[src/rtl/key_debounce_multi_pkg.sv]
// Shared constants for the multi-channel key debouncer: 50 MHz default timings
// and the idle pin level helper.
package key_debounce_multi_pkg;

  localparam int DEB_CYCLES_20MS = 1000000;
  localparam int LONG_CYCLES_1S  = 50000000;

  // Level an unpressed pin reads: 1 for active-low buttons, 0 otherwise.
  function automatic logic idle_level(input int active_low);
    return (active_low != 0);
  endfunction

endpackage

[src/rtl/key_debounce_ch.sv]
// One key channel: 2-flop sync, debounce, press/release/long pulses and toggle latch; no backpressure.
// Pin edge to key_state = 2 + DEB_CYCLES clocks. KEY_AUTOREPEAT_EN adds press re-pulses after key_long.
module key_debounce_ch
  import key_debounce_multi_pkg::*;
#(
  parameter int DEB_CYCLES  = DEB_CYCLES_20MS,
  parameter int LONG_CYCLES = LONG_CYCLES_1S,
  parameter int ACTIVE_LOW  = 1,
  parameter int CNT_W       = 32
) (
  input  logic sys_clk,
  input  logic sys_rst_n,
  input  logic key_in,
  output logic key_state,
  output logic key_press,
  output logic key_release,
  output logic key_long,
  output logic key_toggle
);

  localparam logic             IDLE     = idle_level(ACTIVE_LOW);
  localparam logic [CNT_W-1:0] DEB_LAST = CNT_W'(DEB_CYCLES - 1);
  localparam logic [CNT_W-1:0] LONG_MAX = CNT_W'(LONG_CYCLES);
  localparam logic [CNT_W-1:0] LONG_PRE = CNT_W'(LONG_CYCLES - 1);

  logic             sync1;
  logic             sync2;
  logic             pressed;
  logic             accept;
  logic             press_evt;
  logic [CNT_W-1:0] deb_cnt;
  logic [CNT_W-1:0] hold_cnt;

  assign pressed = sync2 ^ IDLE;
  assign accept  = (pressed != key_state) && (deb_cnt == DEB_LAST);

`ifdef KEY_AUTOREPEAT_EN
  localparam int               REP_CYCLES = (LONG_CYCLES / 8 > 0) ? LONG_CYCLES / 8 : 1;
  localparam logic [CNT_W-1:0] REP_LAST   = CNT_W'(REP_CYCLES - 1);

  logic [CNT_W-1:0] rep_cnt;
  logic             rep_fire;

  // Repeat phase only runs once hold_cnt has saturated, i.e. after key_long.
  assign rep_fire = key_state && (hold_cnt == LONG_MAX) && (rep_cnt == REP_LAST);

  always_ff @(posedge sys_clk or negedge sys_rst_n) begin
    if (!sys_rst_n) begin
      rep_cnt <= '0;
    end else if (!key_state || (hold_cnt != LONG_MAX) || rep_fire) begin
      rep_cnt <= '0;
    end else begin
      rep_cnt <= rep_cnt + 1'b1;
    end
  end

  assign press_evt = (accept && pressed) || rep_fire;
`else
  assign press_evt = accept && pressed;
`endif

  always_ff @(posedge sys_clk or negedge sys_rst_n) begin
    if (!sys_rst_n) begin
      sync1 <= IDLE;
      sync2 <= IDLE;
    end else begin
      sync1 <= key_in;
      sync2 <= sync1;
    end
  end

  always_ff @(posedge sys_clk or negedge sys_rst_n) begin
    if (!sys_rst_n) begin
      deb_cnt <= '0;
    end else if ((pressed == key_state) || accept) begin
      deb_cnt <= '0;
    end else begin
      deb_cnt <= deb_cnt + 1'b1;
    end
  end

  always_ff @(posedge sys_clk or negedge sys_rst_n) begin
    if (!sys_rst_n) begin
      hold_cnt <= '0;
    end else if (!key_state) begin
      hold_cnt <= '0;
    end else if (hold_cnt != LONG_MAX) begin
      hold_cnt <= hold_cnt + 1'b1;
    end
  end

  // Events are registered alongside key_state so they line up with the level change.
  always_ff @(posedge sys_clk or negedge sys_rst_n) begin
    if (!sys_rst_n) begin
      key_state   <= 1'b0;
      key_press   <= 1'b0;
      key_release <= 1'b0;
      key_long    <= 1'b0;
      key_toggle  <= 1'b0;
    end else begin
      if (accept) begin
        key_state <= pressed;
      end
      key_press   <= press_evt;
      key_release <= accept && !pressed;
      key_long    <= key_state && (hold_cnt == LONG_PRE);
      if (press_evt) begin
        key_toggle <= !key_toggle;
      end
    end
  end

endmodule

[src/rtl/key_debounce_multi.sv]
// CH_NUM independent debounced key channels with press/release/long/toggle outputs; no backpressure.
// Latency 2 + DEB_CYCLES clocks per channel; define KEY_AUTOREPEAT_EN for held-key press repeat.
module key_debounce_multi
  import key_debounce_multi_pkg::*;
#(
  parameter int CH_NUM      = 4,
  parameter int DEB_CYCLES  = DEB_CYCLES_20MS,
  parameter int LONG_CYCLES = LONG_CYCLES_1S,
  parameter int ACTIVE_LOW  = 1,
  parameter int CNT_W       = 32
) (
  input  logic              sys_clk,
  input  logic              sys_rst_n,
  input  logic [CH_NUM-1:0] key_in,
  output logic [CH_NUM-1:0] key_state,
  output logic [CH_NUM-1:0] key_press,
  output logic [CH_NUM-1:0] key_release,
  output logic [CH_NUM-1:0] key_long,
  output logic [CH_NUM-1:0] key_toggle
);

  for (genvar i = 0; i < CH_NUM; i++) begin : g_ch
    key_debounce_ch #(
      .DEB_CYCLES (DEB_CYCLES),
      .LONG_CYCLES(LONG_CYCLES),
      .ACTIVE_LOW (ACTIVE_LOW),
      .CNT_W      (CNT_W)
    ) u_ch (
      .sys_clk    (sys_clk),
      .sys_rst_n  (sys_rst_n),
      .key_in     (key_in[i]),
      .key_state  (key_state[i]),
      .key_press  (key_press[i]),
      .key_release(key_release[i]),
      .key_long   (key_long[i]),
      .key_toggle (key_toggle[i])
    );
  end

endmodule

[config.mk]
export PLATFORM = sky130hd
export DESIGN_NAME = key_debounce_multi
export DESIGN_NICKNAME = d
export VERILOG_FILES = /design/src/rtl/key_debounce_multi_pkg.sv /design/src/rtl/key_debounce_ch.sv /design/src/rtl/key_debounce_multi.sv
export SDC_FILE = /design/constraint.sdc
export NUM_CORES = 1
export LEC_CHECK = 0
export BUFFER_PORTS_ARGS = -buffer_cell sky130_fd_sc_hd__clkbuf_2
export CORE_MARGIN = 2
export CORE_UTILIZATION = 55
export CTS_CLUSTER_DIAMETER = 30
export CTS_CLUSTER_SIZE = 25
export DETAILED_ROUTE_END_ITERATION = 12
export MAX_ROUTING_LAYER = met4
export PLACE_DENSITY = 0.82
export SLEW_MARGIN = 20
export SYNTH_ARGS = -nofsm -noshare
export SYNTH_HDL_FRONTEND = slang
export SYNTH_SLANG_ARGS = --single-unit
[constraint.sdc]
create_clock -name sys_clk -period 4.4 [get_ports sys_clk]
set_clock_uncertainty 0.1 [all_clocks]
set_input_delay 0.22 -clock sys_clk [delete_from_list [all_inputs] [get_ports sys_clk]]
set_output_delay 0.22 -clock sys_clk [all_outputs]
set_load 0.01 [all_outputs]
==> results.txt <==
The flow ran to the end, and the final reports show no timing, DRC or antenna violations. Number of antenna violations at the first check in global routing: 0. The run gives 2.99 ns as the signal arrival time at the worst endpoint.

STA puts the critical path data required time at 4.69 ns. Count of cells along the worst register-to-register path: 5. The critical path goes through nor4b_1 > nand4_1 > or4_1 > nand2_1 > nor2_1. The max-slew headroom at the worst pin is 29.8%. After synthesis, the largest area contributor takes up 49.1% of total cell area.

At the pin with the least slew margin, the transition time is 1.05 ns. After technology mapping, the gate count stands at 1428. In this run, placement finished with an instance count of 1727. Max-cap violations in this run came to 0. The tools report the endpoint of the lowest-slack register-to-register path as g_ch[3].u_ch.deb_cnt[28].

The fraction of registers with async set/reset came out at 100%. Total I/O pin count: 26. The effective utilization at floorplan came out at 56.0%. The synthesis warning total is 0, and the number of H-tree branching levels is 2.

The path length in cells of the critical path was 5; the clock latency of the later-clocked register in the worst-skew pair was 0.56 ns. For this run the aggregate overflow at the end of global routing stands at 0. Global routing consumed, over all layers together, 22.2% of the routing resources. Sequential elements use 50.6% of the synthesized area.

Entering global routing, the biggest net connects 95 pins. The wire length of the first global-routing pass is 48600 microns, and the cell area after layout is 0.0164 sq mm. Launching instance or port of the critical path: g_ch[3].u_ch.deb_cnt[15].

After detailed routing, the wire length on met1 is 12700 microns. The maximum buffer depth of the clock tree was 3; the post-detailed-route wirelength per cell was 15.6 microns. After synthesis, the most frequently instantiated cells are dfrtp_1, nor2_1, xor2_1. Total length of routed met3 wires: 1240 microns. The CTS root buffer is clkbuf_16.

The post-cts gate resize count was 0; the number of hold violations in the final report was 0. The die covers 0.0269 sq mm. Via count of the first global-routing pass: 10431. The tools report the count of placed standard cells in the final layout, fillers left out as 1838. In this run, distinct cell masters in the synthesized netlist total 48. The maximum clock frequency was 0.370 GHz; the power per standard cell area was 434 mW/mm^2. STA classifies the critical path startpoint as a flip-flop. The critical path buffer and inverter count was 0. The number of nets in the synthesized netlist is 1446.

Final number of setup-violating endpoints: 0. The number of pins exceeding their max-slew limit in the final report came out at 0. The detail route stage leaves a number of antenna-violating nets equal to 0. Library cell with the highest instance count after synthesis: dfrtp_1. Family with the most delay on the worst path: simple AND/OR/NAND/NOR gates. In this run the critical register-to-register path is launched from g_ch[3].u_ch.deb_cnt[15]. The maximum vdd drop was 324 uV; the biggest cell delay along the critical path was 0.78 ns.

Ranked by total cell area, the synthesized netlist is headed by dfrtp_1, xor2_1, nor2_1. The wire-length estimate of the detail-placed layout is 17300 microns. Slowest library cell on the worst path: nand2_1. The placement-stage cell area is 0.0144 sq mm.

The run gives 28700 microns as the final routed wirelength across all metal layers. In this run the worst path has a maximum fanout of 31. The area overhead of the layout relative to synthesis is 16.7%, and the area of the mapped netlist is 0.0141 sq mm. The region available for standard cell placement spans 0.0251 sq mm. Synthesis inferred 284 register bits. In the final layout, the share of cells above drive strength 1 is 10.7%.

Setup repair after global routing left no endpoint under its margin. Clock-pin slew was measured on the worst setup and hold paths at 0.05 ns. The number of enable-type register cells in the synthesized netlist came out at 0. Buffers inserted during clock tree synthesis total 56.

The most frequently used flop master after synthesis was dfrtp_1. Dividing the detail-routed via count by the number of cells gives 5.71. The first-iteration detailed-routing DRC count was 854; the post-route fraction of the period consumed by the critical path was 61.4%. The post-detailed-route DRC marker count was 0.

The slack of the worst reg-to-reg path is 1.70 ns, and the average cell area after synthesis is 9.85 sq um. The chip width is 164 microns. dfrtp_1 takes more of the synthesized area than any other cell.

The clock drives 284 sinks. The sum of negative setup slack is 0 ns. The total setup buffers inserted after CTS is 0. The filler cells instantiated in the layout total 1826.

After detailed routing, the met2 layer carries 14000 microns of wire. The time the worst path needs with I/O delays and setup was 2.70 ns. In this run the core area contains 58 standard-cell rows.

The count of buffers added on input and output ports is 25. The number of nets in the finished design was 1478; the number of vias in the routed layout was 10504. The die is 164 microns tall. The critical path is of the flip-flop to flip-flop type.

TritonCTS built the clock tree. STA classifies the critical path endpoint as a flip-flop. 0 antenna diodes ended up in the layout. In this run the worst setup path terminates at g_ch[3].u_ch.deb_cnt[28]. On the final layout, the worst hold slack is 0.185 ns. The static leakage is 6.94 nW.

The pre-antenna-repair detailed-routing pass consisted of 6 iterations. The type of the most critical hold path was primary input to asynchronous set/reset pin. Power comes to 7.11 mW.

The detailed router used layers up to and including met4. Routability-driven placement finished with a final weighted congestion of 0.820.
-- cells by family after synthesis --
logic type               synth area share [%]
buffers and inverters                    2.85
XOR/XNOR                                 14.5
AND/OR/NAND/NOR                          29.0
multiplexers                            0.427
AO/OA/AOI/OAI                            1.49
adder cells (fa/ha/maj)                  1.07
flip-flops                               50.6
-- registers in the layout (all words and copies together), names as in the netlist --
register / flops
g_ch.u_ch.key_release: 4
g_ch.u_ch.hold_cnt: 128
g_ch.u_ch.key_toggle: 4
g_ch.u_ch.key_state: 4
g_ch.u_ch.sync2: 4
g_ch.u_ch.key_long: 4
g_ch.u_ch.deb_cnt: 128
g_ch.u_ch.key_press: 4
g_ch.u_ch.sync1: 4
-- per-stage QoR --
stage | setup slack, ns | util (%)
after floorplan | 2.08 | -
after global placement | 1.80 | 57.2
after detailed placement | 1.73 | 57.2
after CTS | 1.67 | 65.3
after global routing | 1.47 | 65.3
final | 1.70 | 65.3
-- placed cells by master, fill, tap and decap left out, drive strengths merged, types with 13 or more instances in the layout --
| cell | count |
|---|---|
| xnor2 | 76 |
| or3 | 21 |
| nor4 | 43 |
| nor2 | 249 |
| nor4b | 13 |
| and4 | 29 |
| xor2 | 157 |
| nand4 | 87 |
| inv | 32 |
| clkbuf | 88 |
| nand3 | 112 |
| o21ai | 15 |
| nor3 | 26 |
| nand2 | 87 |
| and2 | 33 |
| and3 | 39 |
| dfrtp | 276 |
-- layer usage --
layer / up-vias / track usage (%)
li1: 5004 / -
met1: 5173 / 28.2
met2: 251 / 36.2
met3: 76 / 3.74
met4: 0 / 7.89
met5: - / -
-- cell type report --
type	instances	area, sq um	share of cell area [%]
sequential	284	7120	43.4
multi-input combinational	1060	6550	39.9
inverter	20	75.1	0.458
timing repair buffer	38	258	1.57
clock inverter	42	509	3.10
clock buffer	64	1480	9.04
tap	330	413	2.52
-- repair_timing --
item,in CTS,in global routing
setup endpoints to repair,0,0
hold buffers,5,0
endpoints found under the hold margin,93,0
-- power by group --
part	total (mW)	internal [mW]	switching, mW
combinational	0.0962	0.0190	0.0773
clock	4.37	2.88	1.49
sequential	2.65	2.63	0.0140
-- worst min path at each step --
stage	endpoint	depth (start not counted)
after global placement	g_ch[0].u_ch.deb_cnt[25]	1
after detailed placement	g_ch[0].u_ch.deb_cnt[23]	1
after CTS	g_ch[0].u_ch.sync1	2
after global routing	g_ch[3].u_ch.sync1	2
final	g_ch[0].u_ch.deb_cnt[23]	2
after floorplan	g_ch[0].u_ch.deb_cnt[0]	0
(Power assumes the default switching activity.)
